==> src/rtl/mips_pkg.sv <==
// rtl/mips_pkg.sv - opcode constants and instruction-field decode for the ID stage
package mips_pkg;

    localparam int DW_DEF = 32;
    localparam int RW_DEF = 5;

    localparam logic [5:0] OP_RTYPE = 6'h00;
    localparam logic [5:0] OP_J     = 6'h02;
    localparam logic [5:0] OP_JAL   = 6'h03;
    localparam logic [5:0] OP_BEQ   = 6'h04;
    localparam logic [5:0] OP_BNE   = 6'h05;
    localparam logic [5:0] OP_ADDI  = 6'h08;
    localparam logic [5:0] OP_ANDI  = 6'h0C;
    localparam logic [5:0] OP_ORI   = 6'h0D;
    localparam logic [5:0] OP_XORI  = 6'h0E;
    localparam logic [5:0] OP_LUI   = 6'h0F;
    localparam logic [5:0] OP_LW    = 6'h23;
    localparam logic [5:0] OP_SW    = 6'h2B;

    localparam logic [RW_DEF-1:0] REG_RA = 5'd31;

    typedef struct packed {
        logic              uses_rs;
        logic              uses_rt;
        logic              wreg;
        logic              m2reg;
        logic              wmem;
        logic              zext;
        logic [RW_DEF-1:0] wn;
    } dec_t;

    function automatic dec_t decode(input logic [5:0] op,
                                    input logic [RW_DEF-1:0] rt,
                                    input logic [RW_DEF-1:0] rd);
        dec_t d;
        d = '0;
        case (op)
            OP_RTYPE: begin d.uses_rs = 1'b1; d.uses_rt = 1'b1; d.wreg = 1'b1; d.wn = rd; end
            OP_ADDI:  begin d.uses_rs = 1'b1; d.wreg = 1'b1; d.wn = rt; end
            OP_ANDI, OP_ORI, OP_XORI:
                      begin d.uses_rs = 1'b1; d.wreg = 1'b1; d.wn = rt; d.zext = 1'b1; end
            OP_LUI:   begin d.wreg = 1'b1; d.wn = rt; end
            OP_LW:    begin d.uses_rs = 1'b1; d.wreg = 1'b1; d.m2reg = 1'b1; d.wn = rt; end
            OP_SW:    begin d.uses_rs = 1'b1; d.uses_rt = 1'b1; d.wmem = 1'b1; end
            OP_BEQ, OP_BNE:
                      begin d.uses_rs = 1'b1; d.uses_rt = 1'b1; end
            OP_JAL:   begin d.wreg = 1'b1; d.wn = REG_RA; end
            default:  ;
        endcase
        // r0 is hardwired, so a write to it is never a real write
        if (d.wn == '0) d.wreg = 1'b0;
        return d;
    endfunction

endpackage

==> src/rtl/id_operand_stage_if.sv <==
// rtl/id_operand_stage_if.sv - regfile read port and ID/EX register bundle
interface id_operand_stage_if #(
    parameter int DW = 32,
    parameter int RW = 5
);
    logic [RW-1:0] rna;
    logic [RW-1:0] rnb;
    logic [DW-1:0] qa;
    logic [DW-1:0] qb;
    logic          e_valid;
    logic [DW-1:0] e_a;
    logic [DW-1:0] e_b;
    logic [DW-1:0] e_imm;
    logic [RW-1:0] e_wn;
    logic          e_wreg;
    logic          e_m2reg;
    logic          e_wmem;
    logic [5:0]    e_op;
    logic [5:0]    e_funct;
    logic [4:0]    e_shamt;

    modport master (
        output rna, rnb, e_valid, e_a, e_b, e_imm, e_wn,
               e_wreg, e_m2reg, e_wmem, e_op, e_funct, e_shamt,
        input  qa, qb
    );

    modport slave (
        input  rna, rnb, e_valid, e_a, e_b, e_imm, e_wn,
               e_wreg, e_m2reg, e_wmem, e_op, e_funct, e_shamt,
        output qa, qb
    );
endinterface

==> src/rtl/fwd_mux.sv <==
// rtl/fwd_mux.sv - priority forwarding of one source operand from EX/MEM/WB
module fwd_mux #(
    parameter int DW = 32,
    parameter int RW = 5
) (
    input  logic [RW-1:0] src,
    input  logic [RW-1:0] x_wn,
    input  logic          x_wreg,
    input  logic          x_m2reg,
    input  logic [DW-1:0] x_alu,
    input  logic [RW-1:0] m_wn,
    input  logic          m_wreg,
    input  logic          m_m2reg,
    input  logic [DW-1:0] m_alu,
    input  logic [DW-1:0] m_mdata,
    input  logic [RW-1:0] w_wn,
    input  logic          w_we,
    input  logic [DW-1:0] w_data,
    input  logic [DW-1:0] q,
    output logic [DW-1:0] y
);
    // a load still in EX has no data yet; the hazard stall covers that case
    always_comb begin
        y = q;
        if (src == '0)
            y = '0;
        else if (x_wreg && !x_m2reg && x_wn == src)
            y = x_alu;
        else if (m_wreg && m_wn == src)
            y = m_m2reg ? m_mdata : m_alu;
        else if (w_we && w_wn == src)
            y = w_data;
    end
endmodule

==> src/rtl/id_operand_stage.sv <==
// rtl/id_operand_stage.sv - MIPS decode/operand fetch with forwarding, load-use stall and ID/EX register
module id_operand_stage
    import mips_pkg::*;
#(
    parameter int DW = DW_DEF,
    parameter int RW = RW_DEF
) (
    input  logic          clk,
    input  logic          clrn,
    input  logic          d_valid,
    input  logic [31:0]   d_inst,
    input  logic          flush,
    input  logic [RW-1:0] x_wn,
    input  logic          x_wreg,
    input  logic          x_m2reg,
    input  logic [DW-1:0] x_alu,
    input  logic [RW-1:0] m_wn,
    input  logic          m_wreg,
    input  logic          m_m2reg,
    input  logic [DW-1:0] m_alu,
    input  logic [DW-1:0] m_mdata,
    input  logic [RW-1:0] w_wn,
    input  logic          w_we,
    input  logic [DW-1:0] w_data,
    output logic          stall,
    id_operand_stage_if.master bus
);
    logic [RW-1:0] rs, rt;
    logic [DW-1:0] fwd_a, fwd_b, imm_ext;
    logic          hazard, bubble;
    dec_t          dec;

    assign rs      = d_inst[25:21];
    assign rt      = d_inst[20:16];
    assign bus.rna = rs;
    assign bus.rnb = rt;
    assign dec     = decode(d_inst[31:26], d_inst[20:16], d_inst[15:11]);
    assign imm_ext = dec.zext ? {{(DW-16){1'b0}}, d_inst[15:0]}
                              : {{(DW-16){d_inst[15]}}, d_inst[15:0]};

    assign hazard = d_valid && x_wreg && x_m2reg && (x_wn != '0) &&
                    ((dec.uses_rs && rs == x_wn) || (dec.uses_rt && rt == x_wn));
    assign stall  = hazard && !flush;
    assign bubble = flush || stall || !d_valid;

    fwd_mux #(.DW(DW), .RW(RW)) u_fwd_a (
        .src(rs), .x_wn(x_wn), .x_wreg(x_wreg), .x_m2reg(x_m2reg), .x_alu(x_alu),
        .m_wn(m_wn), .m_wreg(m_wreg), .m_m2reg(m_m2reg), .m_alu(m_alu), .m_mdata(m_mdata),
        .w_wn(w_wn), .w_we(w_we), .w_data(w_data), .q(bus.qa), .y(fwd_a)
    );

    fwd_mux #(.DW(DW), .RW(RW)) u_fwd_b (
        .src(rt), .x_wn(x_wn), .x_wreg(x_wreg), .x_m2reg(x_m2reg), .x_alu(x_alu),
        .m_wn(m_wn), .m_wreg(m_wreg), .m_m2reg(m_m2reg), .m_alu(m_alu), .m_mdata(m_mdata),
        .w_wn(w_wn), .w_we(w_we), .w_data(w_data), .q(bus.qb), .y(fwd_b)
    );

    // data fields load unconditionally; a bubble only needs its controls cleared
    always_ff @(posedge clk or negedge clrn) begin
        if (!clrn) begin
            bus.e_valid <= 1'b0;
            bus.e_wreg  <= 1'b0;
            bus.e_m2reg <= 1'b0;
            bus.e_wmem  <= 1'b0;
            bus.e_a     <= '0;
            bus.e_b     <= '0;
            bus.e_imm   <= '0;
            bus.e_wn    <= '0;
            bus.e_op    <= '0;
            bus.e_funct <= '0;
            bus.e_shamt <= '0;
        end else begin
            bus.e_valid <= !bubble;
            bus.e_wreg  <= !bubble && dec.wreg;
            bus.e_m2reg <= !bubble && dec.m2reg;
            bus.e_wmem  <= !bubble && dec.wmem;
            bus.e_a     <= fwd_a;
            bus.e_b     <= fwd_b;
            bus.e_imm   <= imm_ext;
            bus.e_wn    <= dec.wn;
            bus.e_op    <= d_inst[31:26];
            bus.e_funct <= d_inst[5:0];
            bus.e_shamt <= d_inst[10:6];
        end
    end
endmodule

==> src/flat_wrapper.sv <==
// flat-port wrapper written by rule: the top's interface ports become plain ports
module id_operand_stage_flat import mips_pkg::*;
#(
    parameter int DW = DW_DEF,
    parameter int RW = RW_DEF
)
  (clk, clrn, d_valid, d_inst, flush, x_wn, x_wreg, x_m2reg, x_alu, m_wn, m_wreg, m_m2reg, m_alu, m_mdata, w_wn, w_we, w_data, stall, bus_rna, bus_rnb, bus_e_valid, bus_e_a, bus_e_b, bus_e_imm, bus_e_wn, bus_e_wreg, bus_e_m2reg, bus_e_wmem, bus_e_op, bus_e_funct, bus_e_shamt, bus_qa, bus_qb);
  id_operand_stage_if #(.DW(DW), .RW(RW)) bus_i ();
  input  logic clk;
  input  logic clrn;
  input  logic d_valid;
  input  logic [31:0] d_inst;
  input  logic flush;
  input  logic [RW-1:0] x_wn;
  input  logic x_wreg;
  input  logic x_m2reg;
  input  logic [DW-1:0] x_alu;
  input  logic [RW-1:0] m_wn;
  input  logic m_wreg;
  input  logic m_m2reg;
  input  logic [DW-1:0] m_alu;
  input  logic [DW-1:0] m_mdata;
  input  logic [RW-1:0] w_wn;
  input  logic w_we;
  input  logic [DW-1:0] w_data;
  output logic stall;
  output wire logic [$bits(bus_i.rna)-1:0] bus_rna;
  output wire logic [$bits(bus_i.rnb)-1:0] bus_rnb;
  output wire logic [$bits(bus_i.e_valid)-1:0] bus_e_valid;
  output wire logic [$bits(bus_i.e_a)-1:0] bus_e_a;
  output wire logic [$bits(bus_i.e_b)-1:0] bus_e_b;
  output wire logic [$bits(bus_i.e_imm)-1:0] bus_e_imm;
  output wire logic [$bits(bus_i.e_wn)-1:0] bus_e_wn;
  output wire logic [$bits(bus_i.e_wreg)-1:0] bus_e_wreg;
  output wire logic [$bits(bus_i.e_m2reg)-1:0] bus_e_m2reg;
  output wire logic [$bits(bus_i.e_wmem)-1:0] bus_e_wmem;
  output wire logic [$bits(bus_i.e_op)-1:0] bus_e_op;
  output wire logic [$bits(bus_i.e_funct)-1:0] bus_e_funct;
  output wire logic [$bits(bus_i.e_shamt)-1:0] bus_e_shamt;
  input wire logic [$bits(bus_i.qa)-1:0] bus_qa;
  input wire logic [$bits(bus_i.qb)-1:0] bus_qb;
  assign bus_rna = bus_i.rna;
  assign bus_rnb = bus_i.rnb;
  assign bus_e_valid = bus_i.e_valid;
  assign bus_e_a = bus_i.e_a;
  assign bus_e_b = bus_i.e_b;
  assign bus_e_imm = bus_i.e_imm;
  assign bus_e_wn = bus_i.e_wn;
  assign bus_e_wreg = bus_i.e_wreg;
  assign bus_e_m2reg = bus_i.e_m2reg;
  assign bus_e_wmem = bus_i.e_wmem;
  assign bus_e_op = bus_i.e_op;
  assign bus_e_funct = bus_i.e_funct;
  assign bus_e_shamt = bus_i.e_shamt;
  assign bus_i.qa = bus_qa;
  assign bus_i.qb = bus_qb;
  id_operand_stage #(.DW(DW), .RW(RW)) u_core (.clk(clk), .clrn(clrn), .d_valid(d_valid), .d_inst(d_inst), .flush(flush), .x_wn(x_wn), .x_wreg(x_wreg), .x_m2reg(x_m2reg), .x_alu(x_alu), .m_wn(m_wn), .m_wreg(m_wreg), .m_m2reg(m_m2reg), .m_alu(m_alu), .m_mdata(m_mdata), .w_wn(w_wn), .w_we(w_we), .w_data(w_data), .stall(stall), .bus(bus_i));
endmodule
==> config.mk <==
export PLATFORM = sky130hd
export DESIGN_NAME = id_operand_stage_flat
export DESIGN_NICKNAME = d
export VERILOG_FILES = /design/src/rtl/mips_pkg.sv /design/src/rtl/id_operand_stage_if.sv /design/src/rtl/fwd_mux.sv /design/src/rtl/id_operand_stage.sv /design/src/flat_wrapper.sv
export SDC_FILE = /design/constraint.sdc
export NUM_CORES = 1
export LEC_CHECK = 0
export ABC_AREA = 1
export ABC_CLOCK_PERIOD_IN_PS = 800
export BUFFER_PORTS_ARGS = -buffer_cell sky130_fd_sc_hd__buf_2
export CAP_MARGIN = 10
export CORE_AREA = 8 8 144 146
export CTS_CLUSTER_DIAMETER = 200
export DETAILED_ROUTE_END_ITERATION = 7
export DIE_AREA = 0 0 152 154
export GPL_TIMING_DRIVEN = 0
export PLACE_DENSITY = 0.77
export SLEW_MARGIN = 20
export SYNTH_ARGS = -nofsm -noshare
export SYNTH_HDL_FRONTEND = slang
export SYNTH_SLANG_ARGS = --single-unit
==> constraint.sdc <==
create_clock -name clk -period 0.8 [get_ports clk]
set_input_delay 0 -clock clk [delete_from_list [all_inputs] [get_ports clk]]
set_output_delay 0 -clock clk [all_outputs]
set_load 0.01 [all_outputs]
# Word level (Yosys, flattened, before mapping)
# Cells that the tools add are included.
totals:
  register_bits: 122
  in_bits: 248
  out_inout_bits: 133
  word_cells: 81
classes:
  eq_ne: 18
  mux: 18
  reduce_logical: 34
ops:
  columns: ["op", "count"]
  rows:
  - ["$mux 32", 10]
  - ["$eq 5x5->1", 8]
  - ["$eq 6x4->1 const B", 5]
  - ["$logic_and 1x1->1", 17]
  - ["$logic_not 5->1", 3]
  - ["$pmux 5 s3", 1]
  - ["$eq 6x3->1 const B", 2]
  - ["$eq 6x6->1 const B", 2]
  - ["$reduce_or 9->1", 1]
  - ["$reduce_or 8->1", 1]
  - ["$mux 1", 7]
  - ["$eq 6x2->1 const B", 1]
  - ["$logic_not 6->1", 1]
  - ["$reduce_or 6->1", 1]
  - ["$reduce_bool 5->1", 1]
  - ["$logic_not 1->1", 4]
  - ["$reduce_or 4->1", 1]
  - ["$logic_or 1x1->1", 3]
  - ["$reduce_or 3->1", 1]

# Logic depth before layout (Yosys ltp)
# Gate-level depths: netlist of the first run.
depth:
  depth_word: 11
  ltp_mapped: 10
  ltp_nobuf: 10

# Hierarchy
# From an unflattened synthesis of the first run, not the netlist that was laid out.
hier_totals:
  cells_unflattened: 1084
  hier_area_um2: 7443.4
modules_own_cells:
  columns: ["module", "instances", "cells_each", "area_per_inst_um2", "seq_area_each_um2"]
  rows:
  - ["fwd_mux", 2, 428, 2152.1, 0.0]
  - ["id_operand_stage", 1, 228, 3139.3, 2402.3]

# Least setup slack after synthesis of the first run
# No wires, ideal clock.
synth_timing:
  kind: "input port to flip-flop"
  startpoint: "input port d_inst[16]"
  endpoint: "register u_core.bus.e_b[1]"
  setup_time_ns: 0.127
  arrival_ns: 0.941
  t_required_ns: 0.673
  slack_ns: -0.268
  cell_stages: 8
  path_buffers: 2
  path_cell_list: "buf_4 > nand2_1 > nand2_1 > nor2_4 > nand3_4 > buf_2 > o211ai_1 > a21oi_1"
synth_between:
  elab_chain_cells: 6
  word_cells_on_any_way: 11
  cone_classes: "eq/ne: 3; mux: 4; reduce/logical: 4"
synth_rtl:
  columns: ["item", "line_no", "source"]
  rows:
  - ["from (decl)", "flat_wrapper.sv:12", "input logic [31:0] d_inst;"]
  - ["$eq 5x5->1", "fwd_mux.sv:31", "else if (w_we && w_wn == src)"]
  - ["$logic_and 1x1->1", "fwd_mux.sv:31", null]
  - ["$mux 32", "fwd_mux.sv:31", null]
  - ["$mux 32", "fwd_mux.sv:29", "else if (m_wreg && m_wn == src)"]
  - ["$mux 32", "fwd_mux.sv:27", "else if (x_wreg && !x_m2reg && x_wn == src)"]
  - ["$mux 32 (*)", "fwd_mux.sv:25", "if (src == '0)"]
  - ["named net u_core.fwd_b[1]", "id_operand_stage.sv:29", "logic [DW-1:0] fwd_a, fwd_b, imm_ext;"]
  - ["to (signal assigned)", "id_operand_stage.sv:78", "bus.e_b <= fwd_b;"]
  - ["to (decl)", "id_operand_stage_if.sv:23", "output rna, rnb, e_valid, e_a, e_b, e_imm, e_wn,"]
# Mark *: on every way through the listed nets, which the timed path passes. The rest lies on a longest branch.

==> results of run 1 <==
==> flip-flops by register name, indices dropped and copies added (netlist names) <==
signal              flops
u_core.bus.e_wreg       1
u_core.bus.e_wn         5
u_core.bus.e_b         32
u_core.bus.e_m2reg      1
u_core.bus.e_a         32
u_core.bus.e_wmem       1
u_core.bus.e_op         6
u_core.bus.e_valid      1
u_core.bus.e_imm       17
==> cells in the final DEF, fill, tap and decap left out, drive strengths merged, types with 4 or more instances in the layout <==
| master | netlist | final |
|---|---|---|
| buf | 71 | 541 |
| nor2 | 159 | 159 |
| nand2 | 131 | 131 |
| inv | 108 | 109 |
| dfrtp | 96 | 96 |
| dlygate4sd3 | 0 | 91 |
| a21oi | 72 | 72 |
| o21ai | 70 | 70 |
| o211ai | 62 | 62 |
| clkbuf | 12 | 32 |
| mux2i | 31 | 31 |
| nand3 | 23 | 27 |
| nand4 | 8 | 8 |
| nor3 | 4 | 4 |
==> cell usage after synthesis <==
cell type	count	area (µm²)
sky130_fd_sc_hd__inv_1	102	383
sky130_fd_sc_hd__o21ai_1	3	15.0
sky130_fd_sc_hd__nor2_1	150	563
sky130_fd_sc_hd__buf_6	9	101
sky130_fd_sc_hd__dfrtp_1	96	2400
sky130_fd_sc_hd__o211ai_2	31	388
sky130_fd_sc_hd__nand4_4	1	21.3
sky130_fd_sc_hd__o211ai_1	31	233
sky130_fd_sc_hd__nor3_1	2	10.0
sky130_fd_sc_hd__nand3b_1	1	7.51
sky130_fd_sc_hd__inv_2	6	22.5
sky130_fd_sc_hd__nand3_4	4	70.1
sky130_fd_sc_hd__nor3_4	2	32.5
sky130_fd_sc_hd__nand3_2	1	10.0
sky130_fd_sc_hd__xnor2_1	2	17.5
sky130_fd_sc_hd__mux2i_1	31	310
sky130_fd_sc_hd__o21ai_0	67	335
sky130_fd_sc_hd__a21oi_1	68	340
sky130_fd_sc_hd__o22ai_1	2	12.5
sky130_fd_sc_hd__nand2_2	18	113
sky130_fd_sc_hd__buf_4	42	315
sky130_fd_sc_hd__a21oi_2	4	35.0
sky130_fd_sc_hd__mux2_2	1	11.3
sky130_fd_sc_hd__xor2_1	2	17.5
sky130_fd_sc_hd__nand3_1	18	90.1
sky130_fd_sc_hd__buf_2	20	100
sky130_fd_sc_hd__nor2_4	2	22.5
sky130_fd_sc_hd__nand4_1	7	43.8
sky130_fd_sc_hd__nand2_1	113	424
sky130_fd_sc_hd__nor2_2	7	43.8
sky130_fd_sc_hd__and2_4	1	8.76
sky130_fd_sc_hd__clkbuf_2	3	15.0
sky130_fd_sc_hd__clkinv_2	2	10.0
sky130_fd_sc_hd__clkbuf_1	9	33.8
==> cell families after synthesis <==
group | Yosys count
mux | 32
compound gates | 206
xor+xnor | 4
buf+inv | 193
flops | 96
simple gates | 327
==> final timing paths <==
check,cells past startpoint,startpoint,endpoint,slack (ns)
max,3,u_core.bus.e_imm[30],bus_e_imm[18],-0.42
min,1,d_inst[30],u_core.bus.e_op[4],-0.23
max in group asynchronous,3,clrn,u_core.bus.e_wn[0],0.14
min in group asynchronous,2,clrn,u_core.bus.e_a[30],0.11
==> metal layers <==
metal	routed length [µm]	vias to the layer above	global-route usage (%)	share of wire [%]
met5	13	-	0	0.033
met3	3350	194	7.48	8.5
li1	-	3956	-	-
met2	19900	639	51.5	50
met1	14200	4314	32.8	36
met4	2080	2	14.5	5.3
==> timing repair <==
action | in CTS | in global routing
hold endpoints to repair | 188 | 10
endpoints found under the setup margin | 191 | 265
hold buffers | 90 | 7
gates cloned | 20 | 11
resized for setup | 327 | 235
pin swaps | 76 | 82
setup buffers | 50 | 30
==> metrics by stage <==
stage               worst slack (ns)  area, µm²  total power, µW  setup TNS, ns
finish                        -0.417      13700            15600         -31.06
detailed placement            -0.741       8950             8730         -46.20
CTS                           -0.393      12400            14700         -23.64
floorplan                     -0.200       6730             7020         -10.28
global route                  -0.433      13700            16100         -36.90
global placement               -1.32       8910             8640        -169.69
==> where the power goes <==
part / switching (µW) / leakage, µW / internal (µW) / total (µW)
combinational: 2660 / 0.00568 / 2840 / 5500
sequential: 174 / 0.00114 / 5210 / 5380
clock: 2090 / 0.000141 / 2610 / 4690
total: 4920 / 0.00696 / 10600 / 15600
==> cell type report <==
class | count | area, µm²
Fill cell | 1210 | 4750
Buffer | 82 | 962
Timing Repair Buffer | 573 | 5010
Antenna cell | 3 | 7.51
Clock inverter | 4 | 52.6
Tap cell | 234 | 293
Inverter | 110 | 508
Sequential cell | 96 | 2400
Multi-Input combinational cell | 573 | 4210
Clock buffer | 12 | 256
==> critical path, cell delays in order (launching register included) <==
cell,delay [ns]
sky130_fd_sc_hd__dfrtp_2,0.43
sky130_fd_sc_hd__buf_12,0.15
sky130_fd_sc_hd__buf_4,0.13
sky130_fd_sc_hd__buf_2,0.14
==> flow_summary.ini, run 1 <==
[logic_synthesis]
share_of_synthesized_area_occupied_by_flip_flops_and_latches_pct = 36.6
synth-simple-area-share_pct = 22.3
synth_top_family_by_area = simple AND/OR/NAND/NOR gates
post_synth_instance_area_mm2 = 0.00656
synth_compound_area_share_pct = 20.7
yosys.area_share.xor_xnor_pct = 0.534
syn_inst_count = 858
synthesis_warnings = 0
post_synth_fa_ha_maj_area_fraction_pct = 0
synth_mux_area_share_pct = 4.90
syn_avg_cell_area_um2 = 7.64
yosys_register_bits = 96
synth.distinct_cells = 34
synth.net_count = 1106

[routing]
drc_errors = 0
drt-vias-per-instance = 5.40
drt_pre_antenna_iters = 7
drt_initial_violations = 650
routed_wl_mm = 39.5
num_vias = 9105
antenna_violating_nets_post_route = 0
average_detailed_routed_wire_length_per_instance_um = 23.4

[timing]
rsz0062_at_grt = yes
max_freq_ghz = 0.821
worst_slew_pin_slew_ns = 0.519
final_period_utilization_pct = 152
finalSetupViolations = 193
hold_ws_ns = -0.229
setup_slack_after_layout_ns = -0.417
relSlewSlack_pct = 64.4
timing_max_transition_violations_final = 0
finalHoldViolations = 4
layout_min_cycle_time_ns = 1.22

[clock_tree]
cts_root_buf = sky130_fd_sc_hd__clkbuf_16
clock_sink_count = 96
cts-buffers-inserted = 9
worst_setup_hold_path_clk_slew_ns = 0.08
cts_max_path_buffers = 2
cts.htree.levels = 3
cts_tree = built

[layout]
stdcell_count = 1687
area.growth.synth_to_final_pct = 109
layout-drive-gt1-share_pct = 59.4
final_core_utilization_pct = 74.3
nNetsFinal = 1693

[die]
io-pin-count = 381
dieArea_mm2 = 0.0234
initial_utilization_pct = 35.5
die_x_um = 152
dieHeight_um = 154
rows = 50
placeableCoreArea_mm2 = 0.0185

[place]
finalWeightedCongestion = 0.859
dp_hpwl_mm = 22.2
place.port_buffers = 378
place_inst = 1471

[worst_setup_path]
crit_required_ns = 0.80
setup.worst_path.start_class = register
critPathCaptureType = output port
path_max_fanout = 14
criticalPathCategory = register to output port
timing.critical_path.arrival_ns = 1.22

[global_routing]
antenna_violations_before_repair = 4
grt_max_degree = 79
global_route.usage.total_pct = 29.4
globalRouteOverflowTotal = 0
vias_in_the_first_global_route = 9374
grt_first_pass_wirelength_mm = 54.1

[outcome]
status = finished with violations
violations = negative hold slack, negative setup slack

[run]
drv.max_cap_violation_count = 0

[min_path]
worst_hold_path_type = primary input to register

[power_and_ir_drop]
irDropWorstVdd_mv = 1.06
power_density_mw_per_mm2 = 1140
cell_leakage_power_uw = 0.00696
(Power assumes the default switching activity.)
==> run 2: changes to the inputs <==
--- a/config.mk
+++ b/config.mk
@@ -5,16 +5,15 @@
 export SDC_FILE = /design/constraint.sdc
 export NUM_CORES = 1
 export LEC_CHECK = 0
-export ABC_AREA = 1
 export ABC_CLOCK_PERIOD_IN_PS = 800
 export BUFFER_PORTS_ARGS = -buffer_cell sky130_fd_sc_hd__buf_2
 export CAP_MARGIN = 10
-export CORE_AREA = 8 8 144 146
+export CORE_AREA = 8 8 141 143
 export CTS_CLUSTER_DIAMETER = 200
 export DETAILED_ROUTE_END_ITERATION = 7
-export DIE_AREA = 0 0 152 154
+export DIE_AREA = 0 0 149 151
 export GPL_TIMING_DRIVEN = 0
-export PLACE_DENSITY = 0.77
+export PLACE_DENSITY = 0.76
 export SLEW_MARGIN = 20
 export SYNTH_ARGS = -nofsm -noshare
 export SYNTH_HDL_FRONTEND = slang
==> run 2 against run 1 <==
Against the previous run:
- the run still ends with negative hold slack, negative setup slack left
- non-clock buffer count shrank 77
- utilization shrank 8.7 points
- die area is 3.9% lower
- clock power increased by 7.0%
- combinational power is 9.5% lower
- area after synthesis shrank 9.3%
- final area fell by 15%
- hold slack got worse by 0.21 ns
- critical path type is now primary input to register
- critical endpoint is now u_core.bus.e_a[13]
- largest power group is now registers
==> flow_summary.ini, run 2 <==
[logic_synthesis]
synth_edf_count = 0
synth-async-reset-ratio_pct = 100
synth_area_leaders = sky130_fd_sc_hd__dfrtp_1 40%, sky130_fd_sc_hd__a221oi_2 7.6%, sky130_fd_sc_hd__o32ai_1 6.6%
netlist.top_cell.by_area = sky130_fd_sc_hd__dfrtp_1
synthesis_warnings = 0
share_of_synthesized_area_occupied_by_flip_flops_and_latches_pct = 40.4
syn_avg_cell_area_um2 = 10.2
post_synth_instance_area_mm2 = 0.00595
synthMostInstantiatedCell = sky130_fd_sc_hd__dfrtp_1
yosys_register_bits = 96
netlist_top_cells_count = 96 x sky130_fd_sc_hd__dfrtp_1, 56 x sky130_fd_sc_hd__nor2_1, 45 x sky130_fd_sc_hd__o32ai_1, 41 x sky130_fd_sc_hd__nand2_1, 39 x sky130_fd_sc_hd__clkbuf_1
yosys_most_used_dff = sky130_fd_sc_hd__dfrtp_1
syn_inst_count = 583
synth.distinct_cells = 45
synth_top_cell_area_share_pct = 40.4
synth.net_count = 831

[layout]
stdcell_count = 1318
biggestRegsByFlops = u_core.bus.e_a (32), u_core.bus.e_b (32), u_core.bus.e_imm (17)
area.growth.synth_to_final_pct = 94.7
nNetsFinal = 1327
layout-drive-gt1-share_pct = 62.6
final_core_utilization_pct = 65.6
final_common_cell = sky130_fd_sc_hd__buf_2
most-common-layout-cells = 292 x sky130_fd_sc_hd__buf_2, 112 x sky130_fd_sc_hd__buf_6, 95 x sky130_fd_sc_hd__dfrtp_1

[timing]
max_freq_ghz = 0.692
finalHoldViolations = 96
hold_ws_ns = -0.435
relSlewSlack_pct = 61.9
final_period_utilization_pct = 181
worst_slew_pin_slew_ns = 0.572
layout_min_cycle_time_ns = 1.45
finalSetupViolations = 194
rsz0062_at_grt = yes
setup_slack_after_layout_ns = -0.646
timing_max_transition_violations_final = 0

[global_routing]
grt_first_pass_wirelength_mm = 48.0
vias_in_the_first_global_route = 8156
antenna_violations_before_repair = 4
global_route.usage.total_pct = 28.1
globalRouteOverflowTotal = 0
grt_max_degree = 55

[place]
place_inst = 1187
pre_cts_ws_ns = -1.92
place.port_buffers = 374
dp_hpwl_mm = 22.9
finalWeightedCongestion = 0.877

[worst_setup_path]
criticalPathCategory = primary input to register
setup.worst_path.start_class = primary input
cpPeakStageDelay_ns = 0.39
critical_path_cell_sequence = buf_12, xnor2_2, nand3_2, buf_4, nor3_4, buf_6, a221oi_2, o32ai_1
path_max_fanout = 10
crit_path_top_delay_cell = sky130_fd_sc_hd__nor3_4
crit_required_ns = 1.01
timing.critical_path.arrival_ns = 1.66
critPathCaptureType = register

[min_path]
worst_hold_path_type = primary input to async pin

[routing]
drt-vias-per-instance = 5.63
drt_initial_violations = 623
num_vias = 7422
average_detailed_routed_wire_length_per_instance_um = 25.8
drc_errors = 0
drt_pre_antenna_iters = 6
antenna_violating_nets_post_route = 0
routed_wl_mm = 34.0

[clock_tree]
worst_setup_hold_path_clk_slew_ns = 0.08
cts-buffers-inserted = 9
cts_root_buf = sky130_fd_sc_hd__clkbuf_16
cts_tree = built
clock_sink_count = 96
cts_max_path_buffers = 2
cts.htree.levels = 3
cts_hold_repair.buffers = 73

[power_and_ir_drop]
power.total_uw = 15400
irDropWorstVdd_mv = 1.14
power_density_mw_per_mm2 = 1330
cell_leakage_power_uw = 0.00512

[die]
dieHeight_um = 151
initial_utilization_pct = 33.7
io-pin-count = 381
rows = 49
dieArea_mm2 = 0.0225
die_x_um = 149
placeableCoreArea_mm2 = 0.0177

[run]
drv.max_cap_violation_count = 0

[outcome]
status = finished with violations
violations = negative hold slack, negative setup slack
==> run 2: layout make-up <==
class	instances	area [µm²]
Tap cell	229	287
Timing Repair Buffer	487	3600
Buffer	91	992
Antenna cell	5	12.5
Fill cell	1260	6080
Multi-Input combinational cell	390	3940
Clock inverter	6	91.3
Clock buffer	10	239
Inverter	4	15.0
Sequential cell	96	2400
==> run 2: worst paths after layout <==
check | from | end | slack (ns)
worst max-delay path | d_inst[24] | u_core.bus.e_a[13] | -0.65
worst min-delay path | clrn | u_core.bus.e_wn[3] | -0.43
max in group asynchronous | clrn | u_core.bus.e_a[12] | 0.58
min in group clk | bus_qa[14] | u_core.bus.e_a[14] | 0.01
==> run 2: critical path: cells and delay by family <==
kind	cells	cell delay, ns
AOI/OAI and AO/OA	2	0.45
buffers and inverters	3	0.52
xor gates and xnor gates	1	0.17
and+or+nand+nor	2	0.50
==> run 2: cell families after synthesis <==
kind of cell,Yosys count,share of synthesized area (%)
buffers and inverters,97,10.1
muxes,32,6.04
AOI/OAI and AO/OA,165,25.9
and+or+nand+nor,163,13.1
DFF,96,40.4
xor gates and xnor gates,30,4.42
==> run 2: repair_timing <==
| item | 4_1_cts | 5_1_grt |
|---|---|---|
| resized for setup | 224 | 85 |
| setup buffers | 24 | 13 |
| setup endpoints to repair | 191 | 192 |
| endpoints found under the hold margin | 182 | 42 |
| pin swaps | 30 | 19 |
| cloned | 5 | 0 |
==> run 2: power breakdown <==
group          switching, µW  leakage [µW]  internal, µW
clock                   2160      0.000163          2850
combinational           2280       0.00381          2690
sequential               174       0.00114          5200
==> run 2: layer usage <==
layer / routed length [µm] / vias up / GRT usage [%]
li1: - / 3183 / -
met1: 12800 / 3657 / 33.1
met2: 17300 / 478 / 48.3
met3: 2690 / 102 / 6.12
met4: 1330 / 2 / 12.8
met5: 8 / - / 0
==> run 2: metrics by stage <==
step | instance area (µm²) | TNS (ns)
detailed placement | 8650 | -109.21
floorplan | 6460 | -42.66
global placement | 8620 | -231.37
global route | 11600 | -54.03
finish | 11600 | -47.83
CTS | 11100 | -47.52
